[src/rtl/uart_pkg.sv]
// Shared types and helpers for the UART TX arbitration slice.
package uart_pkg;

  localparam int unsigned DBIT_DEF = 8;

  typedef enum logic [1:0] {
    ST_IDLE  = 2'd0,
    ST_START = 2'd1,
    ST_WAIT  = 2'd2,
    ST_GAP   = 2'd3
  } arb_state_t;

  // Ceiling log2; clog2(1) = 0.
  function automatic int unsigned clog2(input int unsigned value);
    int unsigned r;
    r = 0;
    while ((64'd1 << r) < 64'(value)) r++;
    return r;
  endfunction

endpackage

[src/rtl/uart_tx_arbiter_rr_pick.sv]
// Round-robin winner selection: first valid requester above last_grant, wrapping.
module rr_pick
  import uart_pkg::*;
#(
  parameter int unsigned NREQ = 4,
  parameter int unsigned GW   = clog2(NREQ)
) (
  input  logic [NREQ-1:0] req_valid,
  input  logic [GW-1:0]   last_grant,
  output logic [GW-1:0]   winner,
  output logic            any_valid
);

  int unsigned   idx;
  logic [GW-1:0] sel;

  // Walk the requesters starting one above the last grant and keep the first hit.
  always_comb begin
    winner    = '0;
    any_valid = 1'b0;
    idx       = 0;
    sel       = '0;
    for (int unsigned i = 1; i <= NREQ; i++) begin
      idx = (32'(last_grant) + i) % NREQ;
      sel = GW'(idx);
      if (!any_valid && req_valid[sel]) begin
        winner    = sel;
        any_valid = 1'b1;
      end
    end
  end

endmodule

[src/rtl/uart_tx_arbiter.sv]
// Round-robin arbiter sharing one UART transmitter among NREQ byte producers,
// with optional inter-frame gap and completion timeout.
module uart_tx_arbiter
  import uart_pkg::*;
#(
  parameter int unsigned NREQ        = 4,
  parameter int unsigned DBIT        = DBIT_DEF,
  parameter int unsigned GAP_CYC     = 0,
  parameter int unsigned TIMEOUT_CYC = 200000
) (
  input  logic                     clk,
  input  logic                     reset_n,
  input  logic [NREQ-1:0]          req_valid,
  input  logic [NREQ*DBIT-1:0]     req_data,
  output logic [NREQ-1:0]          req_ready,
  output logic                     tx_start,
  output logic [DBIT-1:0]          tx_din,
  input  logic                     tx_done_tick,
  output logic [clog2(NREQ)-1:0]   grant_id,
  output logic                     busy,
  output logic                     timeout_err
);

  localparam int unsigned GW       = clog2(NREQ);
  localparam int unsigned TW       = clog2(TIMEOUT_CYC);
  localparam int unsigned GCW      = (clog2(GAP_CYC + 1) > 0) ? clog2(GAP_CYC + 1) : 1;
  localparam int unsigned GAP_LAST = (GAP_CYC > 0) ? GAP_CYC - 1 : 0;

  arb_state_t     state;
  logic [GW-1:0]  last_grant;
  logic [TW-1:0]  tmo_cnt;
  logic [GCW-1:0] gap_cnt;
  logic [GW-1:0]  winner;
  logic           any_valid;

  rr_pick #(
    .NREQ (NREQ),
    .GW   (GW)
  ) u_pick (
    .req_valid  (req_valid),
    .last_grant (last_grant),
    .winner     (winner),
    .any_valid  (any_valid)
  );

  // Frame sequencing FSM with registered handshake, transmitter and status outputs.
  always_ff @(posedge clk) begin
    if (!reset_n) begin
      state       <= ST_IDLE;
      req_ready   <= '0;
      tx_start    <= 1'b0;
      tx_din      <= '0;
      grant_id    <= '0;
      busy        <= 1'b0;
      timeout_err <= 1'b0;
      last_grant  <= GW'(NREQ - 1);
      tmo_cnt     <= '0;
      gap_cnt     <= '0;
    end else begin
      timeout_err <= 1'b0;
      case (state)
        ST_IDLE: begin
          if (any_valid) begin
            state      <= ST_START;
            tx_start   <= 1'b1;
            tx_din     <= req_data[winner*DBIT +: DBIT];
            req_ready  <= NREQ'(1) << winner;
            grant_id   <= winner;
            last_grant <= winner;
            busy       <= 1'b1;
          end
        end
        ST_START: begin
          state     <= ST_WAIT;
          tx_start  <= 1'b0;
          req_ready <= '0;
          tmo_cnt   <= '0;
        end
        ST_WAIT: begin
          // A tick coinciding with expiry is a normal completion.
          if (tx_done_tick || (tmo_cnt == TW'(TIMEOUT_CYC - 1))) begin
            timeout_err <= !tx_done_tick;
            if (GAP_CYC > 0) begin
              state   <= ST_GAP;
              gap_cnt <= '0;
            end else begin
              state <= ST_IDLE;
              busy  <= 1'b0;
            end
          end else begin
            tmo_cnt <= tmo_cnt + TW'(1);
          end
        end
        ST_GAP: begin
          if (gap_cnt == GCW'(GAP_LAST)) begin
            state <= ST_IDLE;
            busy  <= 1'b0;
          end else begin
            gap_cnt <= gap_cnt + GCW'(1);
          end
        end
        default: state <= ST_IDLE;
      endcase
    end
  end

endmodule

[config.mk]
export PLATFORM = sky130hd
export DESIGN_NAME = uart_tx_arbiter
export DESIGN_NICKNAME = d
export VERILOG_FILES = /design/src/rtl/uart_pkg.sv /design/src/rtl/uart_tx_arbiter_rr_pick.sv /design/src/rtl/uart_tx_arbiter.sv
export SDC_FILE = /design/constraint.sdc
export NUM_CORES = 1
export LEC_CHECK = 0
export CAP_MARGIN = 20
export CELL_PAD_IN_SITES_DETAIL_PLACEMENT = 1
export CELL_PAD_IN_SITES_GLOBAL_PLACEMENT = 1
export CORE_ASPECT_RATIO = 1.75
export CORE_MARGIN = 1.5
export CORE_UTILIZATION = 35
export DETAILED_ROUTE_END_ITERATION = 8
export DONT_BUFFER_PORTS = 1
export PLACE_DENSITY = 0.68
export SETUP_SLACK_MARGIN = 0.02
export SLEW_MARGIN = 20
export SYNTH_ARGS = -nofsm -noshare
export SYNTH_HDL_FRONTEND = slang
export SYNTH_HIERARCHICAL = 1
export SYNTH_SLANG_ARGS = --single-unit
[constraint.sdc]
create_clock -name clk -period 2.4 [get_ports clk]
set_input_delay 0.24 -clock clk [delete_from_list [all_inputs] [get_ports clk]]
set_output_delay 0.24 -clock clk [all_outputs]
set_load 0.03 [all_outputs]
# Yosys cells after proc, flatten, opt, wreduce, memory -nomap -nowiden
# Index checks and enable logic that the tools add are counted.
# W data, S select, Z words.
# op_classes
n_mux	30
addsub	6
n_eq_ne	8
magnitude_cmp	4
shifts	2
reduce_logical	18
# ops
operator	count
$pmux W18 S2	1
$shiftx A32 B6 Y8	1
$add A18 B1 Y18 const B	1
$eq A18 B18 Y1 const B	1
$mux W18	1
$mux W2	7
$lt A2 B3 Y1 const B	4
$mux W1	12
$bmux W1 S2	4
$ne A2 B2 Y1 const B	4
$pmux W2 S4	1
$pmux W4 S2	1
$reduce_and A2 Y1	3
$reduce_and A3 Y1	2
$add A2 B1 Y2 const B	2
$add A2 B2 Y2 const B	2
$eq A2 B2 Y1 const B	2
$logic_not A1 Y1	4
$mux W4	1
$reduce_and A4 Y1	1
$reduce_bool A2 Y1	2
$shl A1 B2 Y4 const A	1
$logic_and A1 B1 Y1	3
$pmux W1 S3	1
other kinds (6)	6
# totals
input_bits	39
reg_bits	40
output_inout_bits	17
elab_cells	78

# Logic depth before layout (Yosys ltp)
# Gate-level depths: netlist of the first run.
# logic_depth
word_depth	16
mapped_depth	7
mapped_depth_nobuf	7

# Modules after synthesis
# Netlist of the first run, hierarchy kept.
# modules_own_cells
module	instances	cells_per_inst	area_per_inst_um2	seq_area_each_um2
uart_tx_arbiter	1	202	1908.1	780.7
rr_pick	1	14	91.3	0.0

# Worst setup path after synthesis of the first run
# OpenSTA, ideal clock, no wires.
# synth_path
kind	reg-to-reg
startpoint	reg last_grant[1]
endpoint	reg tx_din[0]
period_less_slack_ns	1.904
setup_slack_ns	0.496
n_path_buf	1
required_time_ns	2.278
setup_time_ns	0.122
t_arrival_ns	1.782
path_stages_with_launch	8
cell_sequence	dfxtp_1 > nand2b_1 > a21oi_2 > o221ai_2 > buf_2 > mux4_2 > nand2_1 > a21boi_0
# synth_via
elab_chain_len	14
elab_cells_between_ends	28
classes_between	add/sub: 4; shift: 1; mux: 16; reduce/logical: 7
# synth_lines
element	line_no	text
start, declared	uart_tx_arbiter.sv:30	logic [GW-1:0] last_grant;
start signal, assigned	uart_tx_arbiter.sv:56	last_grant <= GW'(NREQ - 1);
start signal, assigned	uart_tx_arbiter.sv:69	last_grant <= winner;
$add A2 B1 Y2	uart_tx_arbiter_rr_pick.sv:24	idx = (32'(last_grant) + i) % NREQ;
$bmux W1 S2	uart_tx_arbiter_rr_pick.sv:26	if (!any_valid && req_valid[sel]) begin
$mux W1 (implied by the code)	uart_tx_arbiter_rr_pick.sv:26	
$mux W1	uart_tx_arbiter_rr_pick.sv:26	
$logic_not A1 Y1	uart_tx_arbiter_rr_pick.sv:26	
$logic_and A1 B1 Y1	uart_tx_arbiter_rr_pick.sv:26	
$mux W1	uart_tx_arbiter_rr_pick.sv:26	
$logic_not A1 Y1	uart_tx_arbiter_rr_pick.sv:26	
$logic_and A1 B1 Y1	uart_tx_arbiter_rr_pick.sv:26	
$mux W1	uart_tx_arbiter_rr_pick.sv:26	
$logic_not A1 Y1	uart_tx_arbiter_rr_pick.sv:26	
$logic_and A1 B1 Y1	uart_tx_arbiter_rr_pick.sv:26	
$mux W2 (*)	uart_tx_arbiter_rr_pick.sv:26	
via winner[0]	uart_tx_arbiter.sv:33	logic [GW-1:0] winner;
$shiftx A32 B6 Y8 (*)	uart_tx_arbiter.sv:66	tx_din <= req_data[winner*DBIT +: DBIT];
end signal, assigned	uart_tx_arbiter.sv:66	
end, declared	uart_tx_arbiter.sv:17	output logic [DBIT-1:0] tx_din,
# Mark *: on every way through the listed nets, which the timed path passes. The rest lies on a longest branch. The select of a mux whose other input is x is not followed.
# A chain may end at the register's enable or synchronous reset.

# Worst setup path after layout of the first run
# layout_path
startpoint	reg last_grant[1]
endpoint	reg tx_din[5]
# The elaborated chain is that of the path after synthesis.

==> flow_summary.ini, run 1 <==
[cts]
clk_latency_ps = 300
numCtsBuffers = 5
clk_pin_slew_worst_paths_ps = 80
post_cts_buffers = 0
cts_buffer_depth = 2
ctsHoldBuffers = 0
cts_resized = 0
cts_tree = built
clock-sinks = 39
cts_root_buf = clkbuf_8
htreeDepth = 2

[outcome]
status = complete, no violations

[routing]
vias = 1685
drtAntennaViolNets = 0
remaining_drc_errors = 0
highest_layer = met4
totalWireLength_mm = 5.297
met3_length_um = 281
met1_length_mm = 1.818
met2WireLength_mm = 2.976
drt_iter0_markers = 19
vias_per_cell = 5.693
first_pass_iters = 4
routedWlPerCell_um = 17.90

[synthesis]
synth_seq_cells = 39
avgSynthCellArea_sq_um = 9.257
ys_seq_area_frac = 0.3905
netlist_top_cells_count = nand2_1 (40), dfxtp_1 (39), nand3_1 (13)
ys_top_cells_by_area = dfxtp_1 (39%), mux4_2 (9.0%), nand2_1 (7.5%)
syn_area_sq_um = 1999
yosysWarnings = 6
yosysMostFrequentCell = nand2_1
ys_types = 46
yosysTopAreaCell = dfxtp_1
synth_top_area_frac = 0.3905
synthCells = 216
synth_edf_count = 0
syn_nets = 256
synth-main-ff-cell = dfxtp_1
async_reset_ff_frac = 0

[finish]
syn2layout_area_growth_pct = 9.887
drive_above_1_share = 0.1455
diodes = 0
final_util = 0.3966
fillers = 644
nets = 259

[worst_setup_path]
crit_path_max_incr_delay_ps = 520
critical_path.cell_chain = nand2b_1 -> a21oi_2 -> o221ai_2 -> buf_4 -> mux4_2 -> nand2_1 -> a21boi_0
worst_setup_path_start_kind = flop
end_kind = flop
arrival_ps = 2040
crit_path_top_delay_cell = mux4_2
critPathKind = reg2reg
path_max_fanout = 13
required_ps = 2580

[pwr]
leakagePower_nw = 0.8046
ir_drop_mv = 0.3472
pwr_density_cell_nw_per_um2 = 695.7

[min_path]
hold_class = in2reg

[placement]
numPortBuffers = 0
routabilityCongestion = 0.8375
dpl.hpwl_mm = 4.140

[timing]
fmax_ghz = 0.5379
setup-violations-final = 0
rsz0062_at_grt = no
hold_viol_final = 0
clock-skew-final_ps = 5.509
slew_violations = 0
fin_crit_sh = 0.7746
worst_slew_pin_slew_ps = 517.8
min_period_ps = 1859
maxSlewHeadroom = 0.6535
finalSetupTns_ps = 0

[job]
drv_cap = 0

[global_route]
grt_use_total = 0.1839
antenna_found_initial = 0
grt_max_degree = 22
grt_overflow = 0
grt_pass1_wl_mm = 8.404
grt_pass1_vias = 1791

[floorplanning]
dieWidth_um = 60.14
dieHeight_um = 103.0
core_sq_um = 5540
ios = 56
die_area_sq_um = 6193
start_util = 0.3609
rows = 36
## power by group
part	switching, mW	internal (mW)	total, mW
Sequential	0.106	0.692	0.798
Combinational	0.116	0.105	0.221
Clock	0.248	0.262	0.510
## final timing paths
kind	from	slack (ps)	cells past startpoint	to
worst max-delay path	last_grant[1]	540	7	tx_din[5]
worst min-delay path	reset_n	20	1	last_grant[0]
worst max register to register	last_grant[1]	540	7	tx_din[5]
worst min register to register	tmo_cnt[5]	500	1	tmo_cnt[5]
## flip-flops by register name (all words and copies together) (netlist names)
register,cells
busy,1
timeout_err,1
grant_id,2
last_grant,2
req_ready,4
tx_start,1
tx_din,8
tmo_cnt,18
state,2
## layout make-up
cell class              instances  area [sq um]  area share
multi-input cells             165          1172      0.5336
well taps                      76         95.09     0.04328
clock inverters                 1         7.507    0.003417
flip-flops and latches         39         780.7      0.3554
inverters                       4         15.01    0.006834
repair buffers                  4         30.03     0.01367
clock buffers                   7         96.34     0.04385
## layout by cell type (no fill, tap or decap), types with 3 or more instances in the layout
cell type / netlist / routed
nand4_1: 4 / 4
o311ai_0: 8 / 8
nand2b_1: 5 / 5
and3_1: 7 / 7
a22o_1: 4 / 4
a21oi_1: 4 / 4
buf_4: 0 / 4
o21ai_0: 4 / 4
inv_1: 4 / 4
clkbuf_8: 0 / 7
nand2_1: 40 / 40
dfxtp_1: 39 / 39
and2_1: 4 / 4
xor2_1: 3 / 3
mux4_2: 8 / 8
a21boi_0: 10 / 10
nor2_1: 10 / 10
nand3_1: 13 / 13
o31ai_1: 8 / 8
## logic make-up (layout without fill, tap and decap cells)
kind of cell    Yosys count  after routing  share of synthesized area
mux                      10             10                     0.1007
compound gates           50             50                     0.1971
fa+ha+maj                 1              1                   0.006257
buf+inv                  12             16                    0.02315
xor+xnor                  5              5                    0.02191
flops                    39             39                     0.3905
simple gates             99             99                     0.2603
## layer usage
metal  vias to the layer above  global-route usage
met2                        55              0.3403
met1                       811              0.1736
li1                        806                   -
met3                        13             0.04768
met5                         -                   0
met4                         0              0.1077
## worst max-delay path, delay by kind of cell, from the launching register on
family / cells / cell delay (ps)
compound gates: 3 / 310
buf+inv: 1 / 260
flops: 1 / 430
mux: 1 / 520
simple gates: 2 / 230
## stage by stage
step                      std cells  hold WS, ps  setup slack [ps]  area, sq um  total power, mW
after floorplan                 216        435.2             496.2         1999           0.9878
after global placement          288        316.9             586.0         2093            1.034
after detailed placement        288        318.4             530.3         2093            1.040
after CTS                       296        2.185             523.5         2197            1.552
after global routing            296        10.03             395.5         2197            1.611
final                           296        16.73             540.9         2197            1.529
Note: power is estimated with default switching activity, not from simulation.
==> inputs of run 2 (changes only) <==
==> constraint.sdc (replaced) <==
create_clock -name clk -period 1.8 [get_ports clk]
set_input_delay 0.18 -clock clk [delete_from_list [all_inputs] [get_ports clk]]
set_output_delay 0.18 -clock clk [all_outputs]
set_load 0.03 [all_outputs]
==> run 2 against run 1 <==
Sequential cell count stayed put. Maximum frequency is 9.1% higher. Global-route usage is 1.7 points higher. Highest routed layer unchanged. Hold slack worse by 0.75 ps. Largest cell class unchanged. Non-clock buffer count is 12 higher.
==> flow_summary.ini, run 2 (same netlist as run 1, synthesis figures left out) <==
[timing]
clock-skew-final_ps = 6.689
fmax_ghz = 0.5871
setup-violations-final = 0
maxSlewHeadroom = 0.6666
fin_ws_ps = 96.62
min_period_ps = 1703
fin_crit_sh = 0.9463
hold_viol_final = 0
slew_violations = 0
worst_slew_pin_slew_ps = 498.7
rsz0062_at_grt = yes
finalSetupTns_ps = 0

[floorplanning]
start_util = 0.3609
die_area_sq_um = 6193
dieHeight_um = 103.0
dieWidth_um = 60.14
ios = 56
core_sq_um = 5540
rows = 36

[min_path]
worstHoldStart = reset_n
holdPathStages = 1
hold_class = in2reg
holdPathEnd = busy

[worst_setup_path]
crit_buf_inv = 0
critPathKind = reg2reg
critical_path.cell_chain = nand2b_4 -> a21oi_4 -> o221ai_4 -> mux4_2 -> nand2_2 -> a21boi_2
crit_path_max_incr_delay_ps = 560
reg2reg_from = last_grant[1]
r2r_end = tx_din[7]
critPathTopFamily = multiplexers
reg2reg_depth = 6
path_max_fanout = 5
required_ps = 1990
arrival_ps = 1890
reg2reg_slack_ps = 100
critPathLaunch = last_grant[1]
end_kind = flop
worst_setup_path_start_kind = flop
crit_path_top_delay_cell = mux4_2

[finish]
reg_top3 = tmo_cnt (18), tx_din (8), req_ready (4)
fillers = 642
final_area_sq_um = 2376
drive_above_1_share = 0.2414
top_register = tmo_cnt
diodes = 0
largest_reg_flops = 18
final_cell_mix = nand2_1 (37), dfxtp_1 (37), buf_4 (14), nand3_1 (12), nor2_1 (10)
nets = 272
syn2layout_area_growth_pct = 18.84

[cts]
cts_buffer_depth = 2
clk_latency_ps = 300
numCtsBuffers = 5
clock-sinks = 39
clk_pin_slew_worst_paths_ps = 80
cts_tree = built
htreeDepth = 2
cts_root_buf = clkbuf_8

[placement]
place_area_sq_um = 2180
dpl.hpwl_mm = 4.131
numPortBuffers = 0
pre_cts_ws_ps = -66.08
routabilityCongestion = 0.8249

[pwr]
leakagePower_nw = 0.8785
pwr_density_cell_nw_per_um2 = 866.9
power_mw = 2.060
ir_drop_mv = 0.5804

[routing]
vias = 1750
remaining_drc_errors = 0
drt_iter0_markers = 29
totalWireLength_mm = 5.585
vias_per_cell = 5.682
first_pass_iters = 4
drtAntennaViolNets = 0
routedWlPerCell_um = 18.13

[global_route]
grt_pass1_vias = 1867
antenna_found_initial = 0
grt_pass1_wl_mm = 9.135
grt_max_degree = 20
grt_use_total = 0.2005
grt_overflow = 0

[outcome]
status = complete, no violations

[job]
drv_cap = 0
-- run 2: cell count changes in the layout (fill, tap and decap cells not counted), moves of 2 or more --
cell / previous run / this run
nand2_1: 40 / 37
a21boi_0: 10 / 5
dfxtp_1: 39 / 37
nand2_2: 1 / 4
a21boi_2: 0 / 2
a21boi_1: 1 / 4
buf_4: 4 / 14
o221ai_4: 0 / 2
-- run 2: timing repair --
action / 4_1_cts / 5_1_grt
endpoints found under the hold margin: 3 / 0
buffers inserted: 0 / 1
pin swaps: 1 / 3
resized for setup: 3 / 21
setup endpoints to repair: 8 / 22
hold buffers: 1 / 0
gates cloned: 1 / 0
-- run 2: area by class of cell --
type                    count  area (sq um)  share of cell area
inverters                   4         15.01            0.006319
repair buffers             16         126.4             0.05319
clock inverters             1         5.005            0.002106
well taps                  76         95.09             0.04002
multi-input cells         166          1266              0.5329
flip-flops and latches     39         785.8              0.3307
clock buffers               6         82.58             0.03476
-- run 2: how the worst max path moves through the flow --
stage | end | slack [ps] | depth (start not counted)
5_1_grt | tx_din[7] | 7 | 6
4_1_cts | tx_din[7] | 20 | 6
2_1_floorplan | tx_din[0] | 40 | 7
3_3_place_gp | tx_din[1] | -10 | 6
6_report | tx_din[7] | 100 | 6
3_5_place_dp | tx_din[0] | -70 | 6
-- run 2: metal layers --
metal / global-route usage / vias up / routed length, um
met5: 0 / - / 0
met4: 0.08718 / 0 / 172
met3: 0.05521 / 13 / 300
met2: 0.3737 / 57 / 3129
met1: 0.1983 / 843 / 1983
li1: - / 837 / -
-- run 2: through the flow --
stage	cells	util	hold WS [ps]
floorplan	216	-	410.9
global placement	298	0.3934	255.6
detailed placement	298	0.3934	259.2
CTS	307	0.4167	0.9042
global route	308	0.4289	23.88
finish	308	0.4289	15.98
-- run 2: worst reg2reg max path: stages (launching register included) --
cell and delay [ps]:
dfxtp_4 380, nand2b_4 130, a21oi_4 70, o221ai_4 320
mux4_2 570, nand2_2 80, a21boi_2 50
-- run 2: power by group --
part           total [mW]  leakage (nW)  switching [mW]  internal (mW)
clock network       0.620        0.0470           0.319          0.301
logic               0.369         0.512           0.187          0.181
registers            1.07         0.319           0.148          0.924
==> inputs of run 3 (changes only) <==
--- a/config.mk
+++ b/config.mk
@@ -13,6 +13,7 @@
 export CORE_UTILIZATION = 35
 export DETAILED_ROUTE_END_ITERATION = 8
 export DONT_BUFFER_PORTS = 1
+export HOLD_SLACK_MARGIN = 0.05
 export PLACE_DENSITY = 0.68
 export SETUP_SLACK_MARGIN = 0.02
 export SLEW_MARGIN = 20
==> run 3 against run 2 <==
Register-to-register slack about the same. Final cell count did not move. Hold slack improved by 160 ps. Routed wire length is 0.47% higher. Via count increased by 0.23%. Non-clock buffer count unchanged. Worst setup slack better by 0.67 ps. Die area did not move. Maximum frequency about the same. Largest power group unchanged. Cell area is the same. Count of clock-buffer cells in the layout stayed put. Sequential share of layout area is the same.
==> flow_summary.ini, run 3 (same netlist as run 1, synthesis figures left out) <==
[routing]
vias_per_cell = 5.695
totalWireLength_mm = 5.611
remaining_drc_errors = 0
routedWlPerCell_um = 18.22
vias = 1754
first_pass_iters = 4
drt_iter0_markers = 26
drtAntennaViolNets = 0

[job]
drv_cap = 0

[floorplanning]
die_area_sq_um = 6193
rows = 36
start_util = 0.3609
dieHeight_um = 103.0
core_sq_um = 5540
dieWidth_um = 60.14
ios = 56

[outcome]
status = complete, no violations

[worst_setup_path]
end_kind = flop
critical_path.cell_chain = nand2b_4 -> a21oi_4 -> o221ai_4 -> mux4_2 -> nand2_2 -> a21boi_2
worst_setup_path_start_kind = flop
arrival_ps = 1890
path_max_fanout = 5
required_ps = 1990
crit_path_max_incr_delay_ps = 560
critPathKind = reg2reg
crit_path_top_delay_cell = mux4_2

[cts]
cts_buffer_depth = 2
cts_tree = built
clock-sinks = 39
numCtsBuffers = 5
clk_latency_ps = 300
cts_root_buf = clkbuf_8
htreeDepth = 2
clk_pin_slew_worst_paths_ps = 80

[timing]
hold_viol_final = 0
rsz0062_at_grt = yes
worst_slew_pin_slew_ps = 624.9
min_period_ps = 1703
fin_crit_sh = 0.9460
setup-violations-final = 0
maxSlewHeadroom = 0.5820
clock-skew-final_ps = 7.401
finalSetupTns_ps = 0
slew_violations = 0
fmax_ghz = 0.5873

[finish]
final_area_sq_um = 2376
final_cell_mix = nand2_1 (37), dfxtp_1 (37), buf_4 (14), nand3_1 (12), nor2_1 (10)
drive_above_1_share = 0.2414
nets = 272
diodes = 0
reg_top3 = tmo_cnt (18), tx_din (8), req_ready (4)
final_util = 0.4289
syn2layout_area_growth_pct = 18.84
largest_reg_flops = 18
top_register = tmo_cnt

[pwr]
ir_drop_mv = 0.5821
pwr_density_cell_nw_per_um2 = 868.3
leakagePower_nw = 0.8785
power_mw = 2.063

[global_route]
grt_pass1_wl_mm = 9.135
grt_overflow = 0
antenna_found_initial = 0
grt_max_degree = 19
grt_use_total = 0.2007
grt_pass1_vias = 1861

[placement]
place_area_sq_um = 2180
numPortBuffers = 0
dpl.hpwl_mm = 4.131
routabilityCongestion = 0.8249

[min_path]
hold_class = in2reg
[run 3: cell counts in the layout (fill, tap and decap cells not counted)]
No cell type changed its count.
[run 3: layer usage]
metal | part of all wire | track usage | vias up
li1 | - | - | 840
met1 | 0.35 | 0.1975 | 845
met2 | 0.57 | 0.3821 | 58
met3 | 0.055 | 0.05521 | 11
met4 | 0.021 | 0.07350 | 0
met5 | 0 | 0 | -
[run 3: path summary, 6_finish.rpt]
check                                    from          to  slack (ps)  cells past startpoint
worst max-delay path            last_grant[1]   tx_din[7]         100                      6
worst min-delay path                  reset_n  tmo_cnt[2]         180                      2
worst max register to register  last_grant[1]   tx_din[7]         100                      6
worst min register to register     tmo_cnt[5]  tmo_cnt[5]         490                      1
[run 3: critical path, delay by kind of cell, from the launching register on]
kind	cells	cell delay, ps
AO/OA/AOI/OAI	3	440
flip-flops	1	380
multiplexers	1	560
AND/OR/NAND/NOR	2	210
[run 3: final cells by class]
cell class                      instances  area, sq um
Fill cell                             642         3164
Multi-Input combinational cell        166         1266
Sequential cell                        39        785.8
Timing Repair Buffer                   16        126.4
Tap cell                               76        95.09
Clock buffer                            6        82.58
Inverter                                4        15.01
Clock inverter                          1        5.005
[run 3: through the flow]
stage	hold slack (ps)	setup WS, ps	cells
after detailed placement	259.2	-66.08	298
after CTS	177.6	23.89	307
after floorplan	410.9	44.56	216
after global placement	255.6	-12.92	298
after global routing	184.6	7.426	308
final	177.7	97.29	308
[run 3: power breakdown]
part	internal [mW]	switching [mW]	total, mW	leakage, nW
Sequential	0.924	0.147	1.07	0.319
Clock	0.301	0.319	0.620	0.0470
Combinational	0.181	0.192	0.373	0.512
[run 3: repair_timing]
action | 4_1_cts | 5_1_grt
hold buffers | 1 | 0
gates resized for setup | 3 | 21
endpoints found under the setup margin | 8 | 22
cloned | 1 | 0
pin swaps | 1 | 3
setup buffers | 0 | 1
hold endpoints to repair | 18 | 0
